--- src/rtl/mem_stage_lsu_if.sv ---
// Signal bundle between the MEM-stage LSU, the EX/MEM and MEM/WB pipeline registers, and the data bus.
// The master modport is the LSU's view of the bundle; the slave modport is the view from the pipeline and bus side.
interface mem_stage_lsu_if;
  logic        ex_valid;
  logic [63:0] ex_pc;
  logic [31:0] ex_inst;
  logic [63:0] ex_alu_result;
  logic [63:0] ex_wdata;
  logic        ex_mem_re;
  logic        ex_mem_we;
  logic [1:0]  ex_mem_size;
  logic        ex_mem_unsigned;
  logic [1:0]  ex_sel_rfres;
  logic        ex_rf_we;
  logic [4:0]  ex_rf_waddr;
  logic        ex_sys;

  logic [63:0] mem_pc;
  logic [31:0] mem_inst;
  logic [63:0] mem_alu_result;
  logic [63:0] mem_rdata;
  logic [1:0]  mem_sel_rfres;
  logic        mem_rf_we;
  logic [4:0]  mem_rf_waddr;
  logic        mem_sys;
  logic        mem_valid;
  logic        mem_stall;

  logic        dbus_req;
  logic        dbus_we;
  logic [63:0] dbus_addr;
  logic [63:0] dbus_wdata;
  logic [7:0]  dbus_wmask;
  logic        dbus_gnt;
  logic        dbus_rvalid;
  logic [63:0] dbus_rdata;

  modport master (
    input  ex_valid, ex_pc, ex_inst, ex_alu_result, ex_wdata, ex_mem_re, ex_mem_we,
           ex_mem_size, ex_mem_unsigned, ex_sel_rfres, ex_rf_we, ex_rf_waddr, ex_sys,
           dbus_gnt, dbus_rvalid, dbus_rdata,
    output mem_pc, mem_inst, mem_alu_result, mem_rdata, mem_sel_rfres, mem_rf_we,
           mem_rf_waddr, mem_sys, mem_valid, mem_stall,
           dbus_req, dbus_we, dbus_addr, dbus_wdata, dbus_wmask
  );

  modport slave (
    output ex_valid, ex_pc, ex_inst, ex_alu_result, ex_wdata, ex_mem_re, ex_mem_we,
           ex_mem_size, ex_mem_unsigned, ex_sel_rfres, ex_rf_we, ex_rf_waddr, ex_sys,
           dbus_gnt, dbus_rvalid, dbus_rdata,
    input  mem_pc, mem_inst, mem_alu_result, mem_rdata, mem_sel_rfres, mem_rf_we,
           mem_rf_waddr, mem_sys, mem_valid, mem_stall,
           dbus_req, dbus_we, dbus_addr, dbus_wdata, dbus_wmask
  );
endinterface

--- src/rtl/mem_stage_lsu.sv ---
// MEM-stage load/store unit: req/gnt/rvalid data-bus handshake, load alignment/extension, zero-latency pass-through.
// Optional MISALIGN_TRAP_EN: misaligned accesses skip the bus and are flagged on mem_misalign in DONE.
module mem_stage_lsu #(
  parameter logic [63:0] RESET_PC    = 64'h8000_0000,
  parameter int unsigned TIMEOUT_CYC = 1023
) (
  input  logic            clk,
  input  logic            rst,
  mem_stage_lsu_if.master io,
  output logic            bus_timeout
`ifdef MISALIGN_TRAP_EN
  ,
  output logic            mem_misalign
`endif
);

  typedef enum logic [1:0] {IDLE, REQ, WAIT, DONE} state_e;

  state_e      state_q, state_d;
  logic [63:0] pc_q, alu_q, wdata_q, rdata_q;
  logic [31:0] inst_q;
  logic [1:0]  size_q, sel_q;
  logic [4:0]  waddr_q;
  logic        re_q, we_q, uns_q, rf_we_q, sys_q, abort_q, mis_q, timeout_q;

  logic        ex_mem, accept, trap_accept, capture, timeout_hit, is_load;
  logic [2:0]  lane;
  logic [7:0]  size_mask;
  logic [63:0] raw, load_data;
  logic        sign;

  assign ex_mem  = io.ex_mem_re | io.ex_mem_we;
  assign accept  = (state_q == IDLE) && io.ex_valid && ex_mem;
  assign lane    = alu_q[2:0];
  assign is_load = re_q && !we_q;
  assign capture = io.dbus_rvalid && is_load &&
                   (((state_q == REQ) && io.dbus_gnt) || (state_q == WAIT));

`ifdef MISALIGN_TRAP_EN
  logic misaligned;
  always_comb begin
    unique case (io.ex_mem_size)
      2'd0:    misaligned = 1'b0;
      2'd1:    misaligned = io.ex_alu_result[0];
      2'd2:    misaligned = |io.ex_alu_result[1:0];
      default: misaligned = |io.ex_alu_result[2:0];
    endcase
  end
  assign trap_accept  = accept && misaligned;
  assign mem_misalign = (state_q == DONE) && mis_q;
`else
  assign trap_accept = 1'b0;
`endif

  // WAIT cycle counter; rvalid in the final allowed cycle still wins over the abort.
  generate
    if (TIMEOUT_CYC == 0) begin : g_no_timeout
      assign timeout_hit = 1'b0;
    end else begin : g_timeout
      localparam int unsigned CW = $clog2(TIMEOUT_CYC + 1);
      localparam logic [CW-1:0] LAST = CW'(TIMEOUT_CYC - 1);
      logic [CW-1:0] cnt_q;
      always_ff @(posedge clk) begin
        if (rst || (state_q != WAIT)) cnt_q <= '0;
        else                          cnt_q <= cnt_q + CW'(1);
      end
      assign timeout_hit = (state_q == WAIT) && !io.dbus_rvalid && (cnt_q == LAST);
    end
  endgenerate

  always_ff @(posedge clk) begin
    if (rst) state_q <= IDLE;
    else     state_q <= state_d;
  end

  always_comb begin
    state_d = state_q;
    unique case (state_q)
      IDLE:    if (accept) state_d = trap_accept ? DONE : REQ;
      REQ:     if (io.dbus_gnt) state_d = io.dbus_rvalid ? DONE : WAIT;
      WAIT:    if (io.dbus_rvalid || timeout_hit) state_d = DONE;
      default: state_d = IDLE;
    endcase
  end

  always_ff @(posedge clk) begin
    if (rst) begin
      pc_q      <= RESET_PC;
      alu_q     <= '0;
      wdata_q   <= '0;
      rdata_q   <= '0;
      inst_q    <= '0;
      size_q    <= '0;
      sel_q     <= '0;
      waddr_q   <= '0;
      re_q      <= 1'b0;
      we_q      <= 1'b0;
      uns_q     <= 1'b0;
      rf_we_q   <= 1'b0;
      sys_q     <= 1'b0;
      abort_q   <= 1'b0;
      mis_q     <= 1'b0;
      timeout_q <= 1'b0;
    end else begin
      if (accept) begin
        pc_q    <= io.ex_pc;
        alu_q   <= io.ex_alu_result;
        wdata_q <= io.ex_wdata;
        rdata_q <= '0;
        inst_q  <= io.ex_inst;
        size_q  <= io.ex_mem_size;
        sel_q   <= io.ex_sel_rfres;
        waddr_q <= io.ex_rf_waddr;
        re_q    <= io.ex_mem_re;
        we_q    <= io.ex_mem_we;
        uns_q   <= io.ex_mem_unsigned;
        rf_we_q <= io.ex_rf_we;
        sys_q   <= io.ex_sys;
        abort_q <= 1'b0;
        mis_q   <= trap_accept;
      end
      if (capture) rdata_q <= io.dbus_rdata;
      if (timeout_hit) begin
        abort_q   <= 1'b1;
        timeout_q <= 1'b1;
      end
    end
  end

  assign bus_timeout = timeout_q;

  always_comb begin
    unique case (size_q)
      2'd0:    size_mask = 8'h01;
      2'd1:    size_mask = 8'h03;
      2'd2:    size_mask = 8'h0F;
      default: size_mask = 8'hFF;
    endcase
  end

  // Zero fill from the right shift drops bytes beyond lane 7.
  always_comb begin
    raw       = rdata_q >> {lane, 3'b000};
    sign      = 1'b0;
    load_data = raw;
    unique case (size_q)
      2'd0: begin
        sign      = !uns_q && raw[7];
        load_data = {{56{sign}}, raw[7:0]};
      end
      2'd1: begin
        sign      = !uns_q && raw[15];
        load_data = {{48{sign}}, raw[15:0]};
      end
      2'd2: begin
        sign      = !uns_q && raw[31];
        load_data = {{32{sign}}, raw[31:0]};
      end
      default: load_data = raw;
    endcase
  end

  always_comb begin
    io.mem_pc         = RESET_PC;
    io.mem_inst       = '0;
    io.mem_alu_result = '0;
    io.mem_rdata      = '0;
    io.mem_sel_rfres  = '0;
    io.mem_rf_we      = 1'b0;
    io.mem_rf_waddr   = '0;
    io.mem_sys        = 1'b0;
    io.mem_valid      = 1'b0;
    io.mem_stall      = 1'b0;
    io.dbus_req       = 1'b0;
    io.dbus_we        = 1'b0;
    io.dbus_addr      = '0;
    io.dbus_wdata     = '0;
    io.dbus_wmask     = '0;
    if (state_q == IDLE) begin
      if (io.ex_valid && ex_mem) begin
        io.mem_stall = 1'b1;
      end else if (io.ex_valid) begin
        io.mem_pc         = io.ex_pc;
        io.mem_inst       = io.ex_inst;
        io.mem_alu_result = io.ex_alu_result;
        io.mem_sel_rfres  = io.ex_sel_rfres;
        io.mem_rf_we      = io.ex_rf_we;
        io.mem_rf_waddr   = io.ex_rf_waddr;
        io.mem_sys        = io.ex_sys;
        io.mem_valid      = 1'b1;
      end
    end else begin
      io.mem_pc         = pc_q;
      io.mem_inst       = inst_q;
      io.mem_alu_result = alu_q;
      io.mem_sel_rfres  = sel_q;
      io.mem_rf_waddr   = waddr_q;
      io.mem_sys        = sys_q;
      case (state_q)
        REQ: begin
          io.mem_stall  = 1'b1;
          io.dbus_req   = 1'b1;
          io.dbus_we    = we_q;
          io.dbus_addr  = {alu_q[63:3], 3'b000};
          io.dbus_wdata = wdata_q << {lane, 3'b000};
          io.dbus_wmask = size_mask << lane;
        end
        WAIT: io.mem_stall = 1'b1;
        default: begin
          io.mem_valid = 1'b1;
          io.mem_rf_we = rf_we_q && !abort_q && !mis_q;
          io.mem_rdata = (is_load && !abort_q && !mis_q) ? load_data : '0;
        end
      endcase
    end
  end

endmodule

--- src/flat_wrapper.sv ---
// flat-port wrapper written by rule: the top's interface ports become plain ports
module mem_stage_lsu_flat 
#(
  parameter logic [63:0] RESET_PC    = 64'h8000_0000,
  parameter int unsigned TIMEOUT_CYC = 1023
)
  (clk, rst, bus_timeout, io_ex_valid, io_ex_pc, io_ex_inst, io_ex_alu_result, io_ex_wdata, io_ex_mem_re, io_ex_mem_we, io_ex_mem_size, io_ex_mem_unsigned, io_ex_sel_rfres, io_ex_rf_we, io_ex_rf_waddr, io_ex_sys, io_dbus_gnt, io_dbus_rvalid, io_dbus_rdata, io_mem_pc, io_mem_inst, io_mem_alu_result, io_mem_rdata, io_mem_sel_rfres, io_mem_rf_we, io_mem_rf_waddr, io_mem_sys, io_mem_valid, io_mem_stall, io_dbus_req, io_dbus_we, io_dbus_addr, io_dbus_wdata, io_dbus_wmask);
  mem_stage_lsu_if io_i ();
  input  logic clk;
  input  logic rst;
  output logic bus_timeout;
  input wire logic [$bits(io_i.ex_valid)-1:0] io_ex_valid;
  input wire logic [$bits(io_i.ex_pc)-1:0] io_ex_pc;
  input wire logic [$bits(io_i.ex_inst)-1:0] io_ex_inst;
  input wire logic [$bits(io_i.ex_alu_result)-1:0] io_ex_alu_result;
  input wire logic [$bits(io_i.ex_wdata)-1:0] io_ex_wdata;
  input wire logic [$bits(io_i.ex_mem_re)-1:0] io_ex_mem_re;
  input wire logic [$bits(io_i.ex_mem_we)-1:0] io_ex_mem_we;
  input wire logic [$bits(io_i.ex_mem_size)-1:0] io_ex_mem_size;
  input wire logic [$bits(io_i.ex_mem_unsigned)-1:0] io_ex_mem_unsigned;
  input wire logic [$bits(io_i.ex_sel_rfres)-1:0] io_ex_sel_rfres;
  input wire logic [$bits(io_i.ex_rf_we)-1:0] io_ex_rf_we;
  input wire logic [$bits(io_i.ex_rf_waddr)-1:0] io_ex_rf_waddr;
  input wire logic [$bits(io_i.ex_sys)-1:0] io_ex_sys;
  input wire logic [$bits(io_i.dbus_gnt)-1:0] io_dbus_gnt;
  input wire logic [$bits(io_i.dbus_rvalid)-1:0] io_dbus_rvalid;
  input wire logic [$bits(io_i.dbus_rdata)-1:0] io_dbus_rdata;
  output wire logic [$bits(io_i.mem_pc)-1:0] io_mem_pc;
  output wire logic [$bits(io_i.mem_inst)-1:0] io_mem_inst;
  output wire logic [$bits(io_i.mem_alu_result)-1:0] io_mem_alu_result;
  output wire logic [$bits(io_i.mem_rdata)-1:0] io_mem_rdata;
  output wire logic [$bits(io_i.mem_sel_rfres)-1:0] io_mem_sel_rfres;
  output wire logic [$bits(io_i.mem_rf_we)-1:0] io_mem_rf_we;
  output wire logic [$bits(io_i.mem_rf_waddr)-1:0] io_mem_rf_waddr;
  output wire logic [$bits(io_i.mem_sys)-1:0] io_mem_sys;
  output wire logic [$bits(io_i.mem_valid)-1:0] io_mem_valid;
  output wire logic [$bits(io_i.mem_stall)-1:0] io_mem_stall;
  output wire logic [$bits(io_i.dbus_req)-1:0] io_dbus_req;
  output wire logic [$bits(io_i.dbus_we)-1:0] io_dbus_we;
  output wire logic [$bits(io_i.dbus_addr)-1:0] io_dbus_addr;
  output wire logic [$bits(io_i.dbus_wdata)-1:0] io_dbus_wdata;
  output wire logic [$bits(io_i.dbus_wmask)-1:0] io_dbus_wmask;
  assign io_i.ex_valid = io_ex_valid;
  assign io_i.ex_pc = io_ex_pc;
  assign io_i.ex_inst = io_ex_inst;
  assign io_i.ex_alu_result = io_ex_alu_result;
  assign io_i.ex_wdata = io_ex_wdata;
  assign io_i.ex_mem_re = io_ex_mem_re;
  assign io_i.ex_mem_we = io_ex_mem_we;
  assign io_i.ex_mem_size = io_ex_mem_size;
  assign io_i.ex_mem_unsigned = io_ex_mem_unsigned;
  assign io_i.ex_sel_rfres = io_ex_sel_rfres;
  assign io_i.ex_rf_we = io_ex_rf_we;
  assign io_i.ex_rf_waddr = io_ex_rf_waddr;
  assign io_i.ex_sys = io_ex_sys;
  assign io_i.dbus_gnt = io_dbus_gnt;
  assign io_i.dbus_rvalid = io_dbus_rvalid;
  assign io_i.dbus_rdata = io_dbus_rdata;
  assign io_mem_pc = io_i.mem_pc;
  assign io_mem_inst = io_i.mem_inst;
  assign io_mem_alu_result = io_i.mem_alu_result;
  assign io_mem_rdata = io_i.mem_rdata;
  assign io_mem_sel_rfres = io_i.mem_sel_rfres;
  assign io_mem_rf_we = io_i.mem_rf_we;
  assign io_mem_rf_waddr = io_i.mem_rf_waddr;
  assign io_mem_sys = io_i.mem_sys;
  assign io_mem_valid = io_i.mem_valid;
  assign io_mem_stall = io_i.mem_stall;
  assign io_dbus_req = io_i.dbus_req;
  assign io_dbus_we = io_i.dbus_we;
  assign io_dbus_addr = io_i.dbus_addr;
  assign io_dbus_wdata = io_i.dbus_wdata;
  assign io_dbus_wmask = io_i.dbus_wmask;
  mem_stage_lsu #(.RESET_PC(RESET_PC), .TIMEOUT_CYC(TIMEOUT_CYC)) u_core (.clk(clk), .rst(rst), .io(io_i), .bus_timeout(bus_timeout));
endmodule
--- config.mk ---
export PLATFORM = sky130hd
export DESIGN_NAME = mem_stage_lsu_flat
export DESIGN_NICKNAME = d
export VERILOG_FILES = /design/src/rtl/mem_stage_lsu_if.sv /design/src/rtl/mem_stage_lsu.sv /design/src/flat_wrapper.sv
export SDC_FILE = /design/constraint.sdc
export NUM_CORES = 1
export LEC_CHECK = 0
export CORE_AREA = 2 2 263 265
export DETAILED_ROUTE_END_ITERATION = 10
export DIE_AREA = 0 0 265 267
export GPL_ROUTABILITY_DRIVEN = 0
export GPL_TIMING_DRIVEN = 0
export PLACE_DENSITY = 0.5
export RECOVER_POWER = 25
export SLEW_MARGIN = 5
export SYNTH_ARGS = -nofsm -noshare
export SYNTH_HDL_FRONTEND = slang
export SYNTH_SLANG_ARGS = --single-unit
--- constraint.sdc ---
create_clock -name clk -period 6 [get_ports clk]
set_input_delay 1.8 -clock clk [delete_from_list [all_inputs] [get_ports clk]]
set_output_delay 1.8 -clock clk [all_outputs]
set_load 0.01 [all_outputs]
### Word-level counts from Yosys, hierarchy flattened

Index checks and enable logic that the tools add are counted.

| word-level totals | value |
|---|---|
| bits in registers | 316 |
| input port bits | 307 |
| output and inout bits | 374 |
| logic and storage cells | 111 |

| operators by class | value |
|---|---|
| add/subtract/negate cells | 1 |
| equality and inequality tests | 9 |
| shifts and indexed selects | 3 |
| multiplexer cells | 53 |
| bitwise gates (word level) | 1 |
| reductions and logical operators | 27 |

Operators by type and width:

| cell | number |
|---|---|
| $mux W64 | 15 |
| $pmux W64 S3 | 1 |
| $mux W32 | 3 |
| $shl A64 B6 Y64 | 1 |
| $shr A64 B6 Y64 | 1 |
| $pmux W8 S3 | 1 |
| $mux W1 | 21 |
| $mux W8 | 2 |
| $mux W5 | 3 |
| $logic_and A1 B1 Y1 | 14 |
| $mux W2 | 6 |
| $add A10 B1 Y10 const B | 1 |
| $eq A10 B10 Y1 const B | 1 |
| $shl A8 B3 Y8 | 1 |
| $ne A2 B2 Y1 const B | 3 |
| $pmux W2 S3 | 1 |
| $eq A2 B1 Y1 const B | 2 |
| $eq A2 B2 Y1 const B | 2 |
| $logic_not A1 Y1 | 4 |
| $logic_not A2 Y1 | 2 |
| $reduce_bool A2 Y1 | 2 |
| $logic_or A1 B1 Y1 | 3 |
| $reduce_and A3 Y1 | 1 |
| $ne A2 B1 Y1 const B | 1 |
| other kinds (2) | 2 |

### Depth between registers and ports, before layout

Gate-level depths: netlist (run 1).

| depth | value |
|---|---|
| depth in word-level cells | 6 |
| depth in mapped cells | 10 |
| depth with buffers taken out | 7 |

### Worst setup path after synthesis (run 1)

Ideal clock, no wire load.

| timing path | value |
|---|---|
| path type | input to output |
| start | in io_ex_mem_re |
| end | out io_mem_stall |
| arrival time | 2.917 ns |
| data required time | 4.200 ns |
| setup slack | 1.283 ns |
| stages on the path | 6 |
| path buffers | 3 |
| cell sequence | nor2_1 > or2_2 > buf_2 > clkbuf_1 > clkbuf_1 > o21ai_0 |

| between the ends | value |
|---|---|
| longest elaborated chain between the ends | 4 |

Ends and longest elaborated chain:

| item | line | source |
|---|---|---|
| start, declared | flat_wrapper.sv:17 | `input wire logic [$bits(io_i.ex_mem_re)-1:0] io_ex_mem_re;` |
| $or A1 B1 Y1 | mem_stage_lsu.sv:32 | `assign ex_mem = io.ex_mem_re \| io.ex_mem_we;` |
| $logic_and A1 B1 Y1 | mem_stage_lsu.sv:180 | `if (io.ex_valid && ex_mem) begin` |
| $mux W1 | mem_stage_lsu.sv:180 |  |
| $mux W1 | mem_stage_lsu.sv:179 | `if (state_q == IDLE) begin` |
| end, declared | flat_wrapper.sv:37 | `output wire logic [$bits(io_i.mem_stall)-1:0] io_mem_stall;` |

No other way between the ends.

### Worst setup path after layout (run 1)

| timing path | value |
|---|---|
| start | in io_ex_mem_re |
| end | out io_mem_pc[50] |

| between the ends | value |
|---|---|
| longest elaborated chain between the ends | 4 |

Ends and longest elaborated chain:

| item | line | source |
|---|---|---|
| $or A1 B1 Y1 | mem_stage_lsu.sv:32 |  |
| $logic_and A1 B1 Y1 | mem_stage_lsu.sv:180 |  |
| $mux W64 | mem_stage_lsu.sv:180 |  |
| $mux W64 | mem_stage_lsu.sv:179 |  |
| end, declared | flat_wrapper.sv:28 | `output wire logic [$bits(io_i.mem_pc)-1:0] io_mem_pc;` |

No other way between the ends.

==> results.md, run 1 <==
- Status: completed
- WS Path Type: primary input to primary output
- IO Port Bufs: 676
- Worst Path Required: 4.20 ns
- Hold path endpoint: u_core.bus_timeout
- Post-DRT Antenna Nets: 0
- Worst slew pin tran: 1.16 ns
- Reg clk slew, reported paths: 0.06 ns
- WL final: 101 mm
- Initial antenna violation count: 12
- Startpoint Class: primary input
- Reg2Reg Launch Point: u_core.state_q[0]
- Vias: 21,700
- Root buf cell: clkbuf_16
- TritonCTS clock tree: yes
- Yosys warns: 0
- WP data arrival: 4.14 ns
- Tcrit/Tclk final: 98.9%
- FF-to-FF End: u_core.size_q[0]
- Cell Area, Synth: 18,200 µm²
- RSZ-0062 raised after global routing: yes
- Crit path time final: 5.94 ns
- Leak Pwr: 10.1 nW
- Nets: 3,632
- PwrDens: 319 nW/µm²
- Slew Limit Headroom: 22.4%
- Utilization after layout: 40.6%
- Final hold slack: 0.445 ns
- Max Clock Freq: 0.168 GHz
- P&R area growth vs syn: 51.8%
- Commonest non-fill, non-tap cell in the layout: nand2_1
- DP Worst Slack: -0.769 ns
- Register area share after synthesis: 34.8%
- Crit-path max FO: 10
- Core area: 68,000 µm²
- Hold Path Stages: 2
- DR vias/cell: 5.13
- Wire length of the first global-routing pass: 145 mm
- Worst vdd ir: 0.000187 V
- Fin. Hold Viols: 0
- # DRC: 0
- Die width: 265 µm
- Worst Clk Skew: 0.0152 ns
- 1st-iter DRT viols: 1,754
- Skew-Pair Late Insertion Delay: 0.56 ns
- Main synth FF type: dfxtp_1
- Yosys cell types: 64
- Max Slew Vio Count: 0
- Htree depth: 2
- Clock buffer count from CTS: 41
- GRT overflow: 0
- Clock sinks: 316
- Post-DP HPWL: 81.4 mm
- Commonest cells after routing, fill and taps aside: nand2_1, clkdlybuf4s50_1, a21oi_1
- Synthesized flop and latch total: 316
- Row cnt: 96
- EDFF count, synth: 0
- Die Span Y: 267 µm
- Largest net degree at the start of global routing: 15
- Vias in the first global route: 21,400
- Fraction of layout cells with a size suffix above 1: 8.42%
- Final setup violation count: 0
- Worst hold path class: register to register
- Drt wl/cell: 23.9 µm
- Flop2flop setup slack: 2.50 ns
- GRT Util Overall: 27.7%
- Mapped Cells: 2,598
- Max Cap Viol: 0
- Max Root-Sink Buffers: 3
- Die Footprint: 70,800 µm²
- Hold path start: u_core.bus_timeout
- Final WS setup: 0.0646 ns
- Initial Utilization: 26.8%
- Cts hold-fix bufs: 0
- Power consumption: 8.82 mW
- I/O Pins: 681
- First-pass iteration count of the detailed router: 6
- Post-synthesis area per instance: 7.01 µm²
- Crit. End Element: primary output
- Async set-or-reset flop fraction in the synthesized netlist: 0%
- Worst R2R Path Depth: 10
[layout make-up]
cell class / instances / area (µm²)
fill: 7033 / 40300
multi-input combinational: 1888 / 10200
timing repair buffer: 679 / 6870
sequential: 316 / 6330
clock buffer: 60 / 1200
tap: 882 / 1100
buffer: 217 / 1050
inverter: 176 / 661
clock inverter: 14 / 155
antenna: 7 / 17.5
[flip-flops by register name, indices dropped and copies added (netlist names), 2 cells and up]
register                count
u_core.inst_q              32
u_core.size_q               2
u_core.rdata_q             64
u_core.waddr_q              5
u_core.sel_q                2
u_core.g_timeout.cnt_q     10
u_core.alu_q               64
u_core.state_q              2
u_core.pc_q                64
u_core.wdata_q             64
[worst max-delay path by stage]
stage                       from                  to
finish              io_ex_mem_re       io_mem_pc[50]
global route         io_ex_valid     io_mem_inst[20]
floorplan           io_ex_mem_re        io_mem_stall
CTS                  io_ex_valid     io_mem_inst[23]
detailed placement   io_ex_valid  io_mem_rf_waddr[2]
global placement     io_ex_valid  io_mem_rf_waddr[1]
[logic make-up (layout without fill, tap and decap cells)]
group,count (synthesis),after routing,share of synthesized area [%]
simple gates,1097,1097,24.6
compound gates,638,638,19.3
buf+inv,396,1146,9.14
flops,316,316,34.8
mux,138,138,11.4
fa+ha+maj,6,6,0.412
xor+xnor,6,6,0.289
other cells,1,10,0.0206
[synthesized netlist by cell type (3+ instances only)]
cell type,number,area share [%]
mux2_2,27,1.7
mux2i_1,57,3.1
nand2_1,771,16
buf_6,6,0.37
nor2_2,27,0.93
nor2b_1,14,0.48
nor2_1,155,3.2
a211oi_1,11,0.45
nand3_1,74,2.0
or3_1,3,0.10
buf_1,11,0.23
o21ai_0,192,5.3
and2_1,17,0.58
dfxtp_1,316,35
o21a_1,4,0.16
nor3_1,5,0.14
a2bb2oi_1,3,0.14
o32ai_1,5,0.24
o2bb2ai_1,3,0.14
mux4_2,53,6.6
a22o_1,12,0.58
a21oi_2,16,0.77
ha_1,6,0.41
a22oi_1,9,0.37
buf_4,22,0.91
xor2_1,5,0.24
a21oi_1,364,10
o22ai_1,3,0.10
clkbuf_1,142,2.9
buf_2,39,1.1
nand2b_1,5,0.17
and3_1,13,0.45
inv_1,172,3.5
[per-layer routing]
metal | track usage [%] | routed length [µm]
met1 | 32.7 | 39400
met2 | 46.8 | 47800
met3 | 7.66 | 9350
met4 | 11.9 | 4850
met5 | 0 | 55
[power breakdown]
group	internal [mW]	total, mW	switching [mW]	leakage, nW
combinational	1.31	3.71	2.39	6.83
sequential	2.37	2.58	0.216	2.58
clock	1.52	2.53	1.01	0.669
total	5.20	8.82	3.62	10.1
[per-stage QoR]
| step | setup TNS, ns | area, µm² | cells |
|---|---|---|---|
| floorplan | 0 | 18200 | 2600 |
| global placement | -209.74 | 26100 | 4158 |
| detailed placement | -60.41 | 26100 | 4159 |
| CTS | -0.0314 | 27500 | 4232 |
| global route | -0.0275 | 27600 | 4237 |
| finish | 0 | 27600 | 4239 |
[critical path, cell delays in order]
cell             delay (ns)
dlygate4sd3_1          0.62
nor3_4                 0.30
buf_6                  0.20
clkbuf_8               0.21
clkbuf_4               0.22
nand2_1                0.06
o21ai_0                0.08
clkdlybuf4s50_1        0.63
[what timing repair did]
item                                    in CTS  in global routing
setup buffers                                0                  2
endpoints found under the setup margin     142                117
pin swaps                                    0                  1
resized for setup                           25                 50
Note: power is estimated with default switching activity, not from simulation.
==> run 2, diff against run 1 <==
--- a/config.mk
+++ b/config.mk
@@ -5,12 +5,15 @@
 export SDC_FILE = /design/constraint.sdc
 export NUM_CORES = 1
 export LEC_CHECK = 0
-export CORE_AREA = 2 2 263 265
+export CELL_PAD_IN_SITES_DETAIL_PLACEMENT = 2
+export CELL_PAD_IN_SITES_GLOBAL_PLACEMENT = 2
+export CORE_MARGIN = 2
+export CORE_UTILIZATION = 25
 export DETAILED_ROUTE_END_ITERATION = 10
-export DIE_AREA = 0 0 265 267
 export GPL_ROUTABILITY_DRIVEN = 0
 export GPL_TIMING_DRIVEN = 0
-export PLACE_DENSITY = 0.5
+export MAX_ROUTING_LAYER = met4
+export PLACE_DENSITY = 0.82
 export RECOVER_POWER = 25
 export SLEW_MARGIN = 5
 export SYNTH_ARGS = -nofsm -noshare
==> run 2 against run 1 <==
Worst setup slack better by 0.014 ns. Clock power about the same. Hold slack better by 0.012 ns. Sequential cell count unchanged. Sequential power hardly changed. Cell count is 1.9% higher. Total power is 1.8% higher. Die area up 6.0%. Critical endpoint is now io_mem_alu_result[4]. Highest routed layer is now met4.
==> results.md, run 2 (synthesized netlist as in run 1, its figures left out) <==
- Utilization after layout: 38.6% (was 40.6%)
- Post-DRT Antenna Nets: 0 (unchanged)
- Commonest cells after routing, fill and taps aside: nand2_1, clkdlybuf4s50_1, a21oi_1 (unchanged)
- # DRC: 0 (unchanged)
- Cts hold-fix bufs: 0 (unchanged)
- Fraction of layout cells with a size suffix above 1: 8.49% (was 8.42%)
- Worst Clk Skew: 0.0320 ns (was 0.0152 ns)
- TritonCTS clock tree: yes (unchanged)
- Max Slew Vio Count: 0 (unchanged)
- Worst hold path class: register to register (unchanged)
- Largest net degree at the start of global routing: 24 (was 15)
- Crit-path slowest cell: clkdlybuf4s50_1 (unchanged)
- Power consumption: 8.98 mW (was 8.82 mW)
- Die width: 274 µm (was 265 µm)
- Hold Path Stages: 2 (unchanged)
- Crit path cell chain: clkdlybuf4s50_1 > nand2_1 > nor3_4 > buf_6 > clkbuf_8 > buf_6 > nand2_1 > o21ai_0 > clkdlybuf4s50_1 (was dlygate4sd3_1 > nor3_4 > buf_6 > clkbuf_8 > clkbuf_4 > nand2_1 > o21ai_0 > clkdlybuf4s50_1)
- Worst R2R Path Depth: 10 (unchanged)
- Max Clock Freq: 0.169 GHz (was 0.168 GHz)
- Nets: 3,630 (was 3,632)
- Flop2flop setup slack: 2.48 ns (was 2.50 ns)
- Reg clk slew, reported paths: 0.06 ns (about the same)
- Design area: 27,700 µm² (was 27,600 µm²)
- WP buf/inv: 5 (unchanged)
- Max Root-Sink Buffers: 3 (unchanged)
- Final hold slack: 0.457 ns (was 0.445 ns)
- Die Footprint: 75,000 µm² (was 70,800 µm²)
- Crit. End Element: primary output (unchanged)
- Worst slew pin tran: 1.22 ns (was 1.16 ns)
- WS Path Type: primary input to primary output (unchanged)
- Max Cap Viol: 0 (unchanged)
- Fin. Hold Viols: 0 (unchanged)
- Wire length of the first global-routing pass: 168 mm (was 145 mm)
- WL final: 118 mm (was 101 mm)
- Die Span Y: 274 µm (was 267 µm)
- WP data arrival: 4.12 ns (was 4.14 ns)
- Worst Path Required: 4.20 ns (about the same)
- Crit path depth: 9 (was 8)
- Slew Limit Headroom: 18.3% (was 22.4%)
- Initial Utilization: 25.4% (was 26.8%)
- GRT overflow: 0 (unchanged)
- IO Port Bufs: 676 (unchanged)
- Commonest non-fill, non-tap cell in the layout: nand2_1 (unchanged)
- GRT Util Overall: 31.3% (was 27.7%)
- I/O Pins: 681 (unchanged)
- Final WS setup: 0.0782 ns (was 0.0646 ns)
- P&R area growth vs syn: 52.2% (was 51.8%)
- Crit path max-delay family: buffers and inverters (unchanged)
- CP max stage delay: 0.61 ns (was 0.63 ns)
- Crit-path max FO: 10 (unchanged)
- CP endpoint: io_mem_alu_result[4] (was io_mem_pc[50])
- Tcrit/Tclk final: 98.7% (was 98.9%)
- Final setup violation count: 0 (unchanged)
- First-pass iteration count of the detailed router: 5 (was 6)
- Startpoint Class: primary input (unchanged)
- Fillers: 8,292 (was 7,033)
- 1st-iter DRT viols: 1,722 (was 1,754)
- Worst vdd ir: 0.000164 V (was 0.000187 V)
- RSZ-0062 raised after global routing: yes (unchanged)
- Htree depth: 2 (unchanged)
- Vias: 22,600 (was 21,700)
- Row cnt: 98 (was 96)
- Crit path time final: 5.92 ns (was 5.94 ns)
- Skew-Pair Late Insertion Delay: 0.58 ns (was 0.56 ns)
- Cell area after placement: 26,200 µm² (was 26,100 µm²)
- Reg2Reg Launch Point: u_core.state_q[0] (unchanged)
- Clock buffer count from CTS: 40 (was 41)
- Clock sinks: 316 (unchanged)
- DR vias/cell: 5.22 (was 5.13)
- PwrDens: 324 nW/µm² (was 319 nW/µm²)
- Post-DP HPWL: 93.7 mm (was 81.4 mm)
- Vias in the first global route: 24,800 (was 21,400)
- Status: completed (unchanged)
- Core area: 71,700 µm² (was 68,000 µm²)
- Worst setup startpoint: io_ex_valid (was io_ex_mem_re)
- Root buf cell: clkbuf_16 (unchanged)
- FF-to-FF End: u_core.alu_q[35] (was u_core.size_q[0])
- Leak Pwr: 10.3 nW (was 10.1 nW)
- DP Worst Slack: -0.971 ns (was -0.769 ns)
- Initial antenna violation count: 26 (was 12)
- Drt wl/cell: 27.3 µm (was 23.9 µm)
-- run 2: changes by cell type in the layout (fill, tap and decap cells not counted), sizes merged, moves of 2 or more --
cell / change
clkbuf: -14
clkinvlp: +4
clkdlybuf4s50: -35
buf: +4
dlygate4sd2: +30
diode: +16
clkinv: +2
dlymetal6s2s: +5
-- run 2: final cells by class --
type | instances | area, µm² | area share, %
multi-input combinational | 1888 | 10200 | 37.0
timing repair buffer | 677 | 6830 | 24.7
sequential | 316 | 6330 | 22.8
tap | 950 | 1190 | 4.29
clock buffer | 51 | 1110 | 4.02
buffer | 218 | 1060 | 3.82
inverter | 176 | 661 | 2.38
clock inverter | 20 | 228 | 0.822
antenna | 23 | 57.6 | 0.208
-- run 2: power by group --
part | leakage (nW) | switching [mW] | internal, mW | total, mW
clock | 0.652 | 1.06 | 1.49 | 2.55
combinational | 7.05 | 2.54 | 1.29 | 3.82
sequential | 2.58 | 0.237 | 2.37 | 2.60
-- run 2: metal layers --
metal | global-route usage, % | vias to the layer above | wire length [µm]
li1 | - | 10000 | -
met3 | 7.11 | 289 | 9340
met1 | 34.8 | 11200 | 44800
met4 | 16.1 | 0 | 7100
met2 | 52.4 | 1036 | 56800
met5 | - | - | 0
-- run 2: worst min path at each step --
stage / start / end / slack [ns]
floorplan: u_core.wdata_q[56] / u_core.wdata_q[56] / 0.43
global placement: u_core.alu_q[63] / u_core.alu_q[63] / 0.44
detailed placement: u_core.alu_q[57] / u_core.alu_q[57] / 0.45
CTS: u_core.alu_q[57] / u_core.alu_q[57] / 0.46
global route: u_core.alu_q[57] / u_core.alu_q[57] / 0.48
finish: u_core.alu_q[57] / u_core.alu_q[57] / 0.46
-- run 2: repair_timing --
action	in CTS	in global routing
pin swaps	0	1
buffers inserted	0	0
gates cloned	0	0
endpoints found under the setup margin	175	52
gates resized for setup	65	48
-- run 2: tightest hold or removal path: cells and delay by family, from the launching register on --
kind,cells,cell delay [ns]
flops,1,0.31
compound gates,1,0.05
simple gates,1,0.05
-- run 2: per-stage QoR --
stage	TNS (ns)	instances
after CTS	0	4296
after global routing	-0.0147	4318
after global placement	-217.23	4226
after floorplan	0	2600
after detailed placement	-73.96	4227
final	0	4319
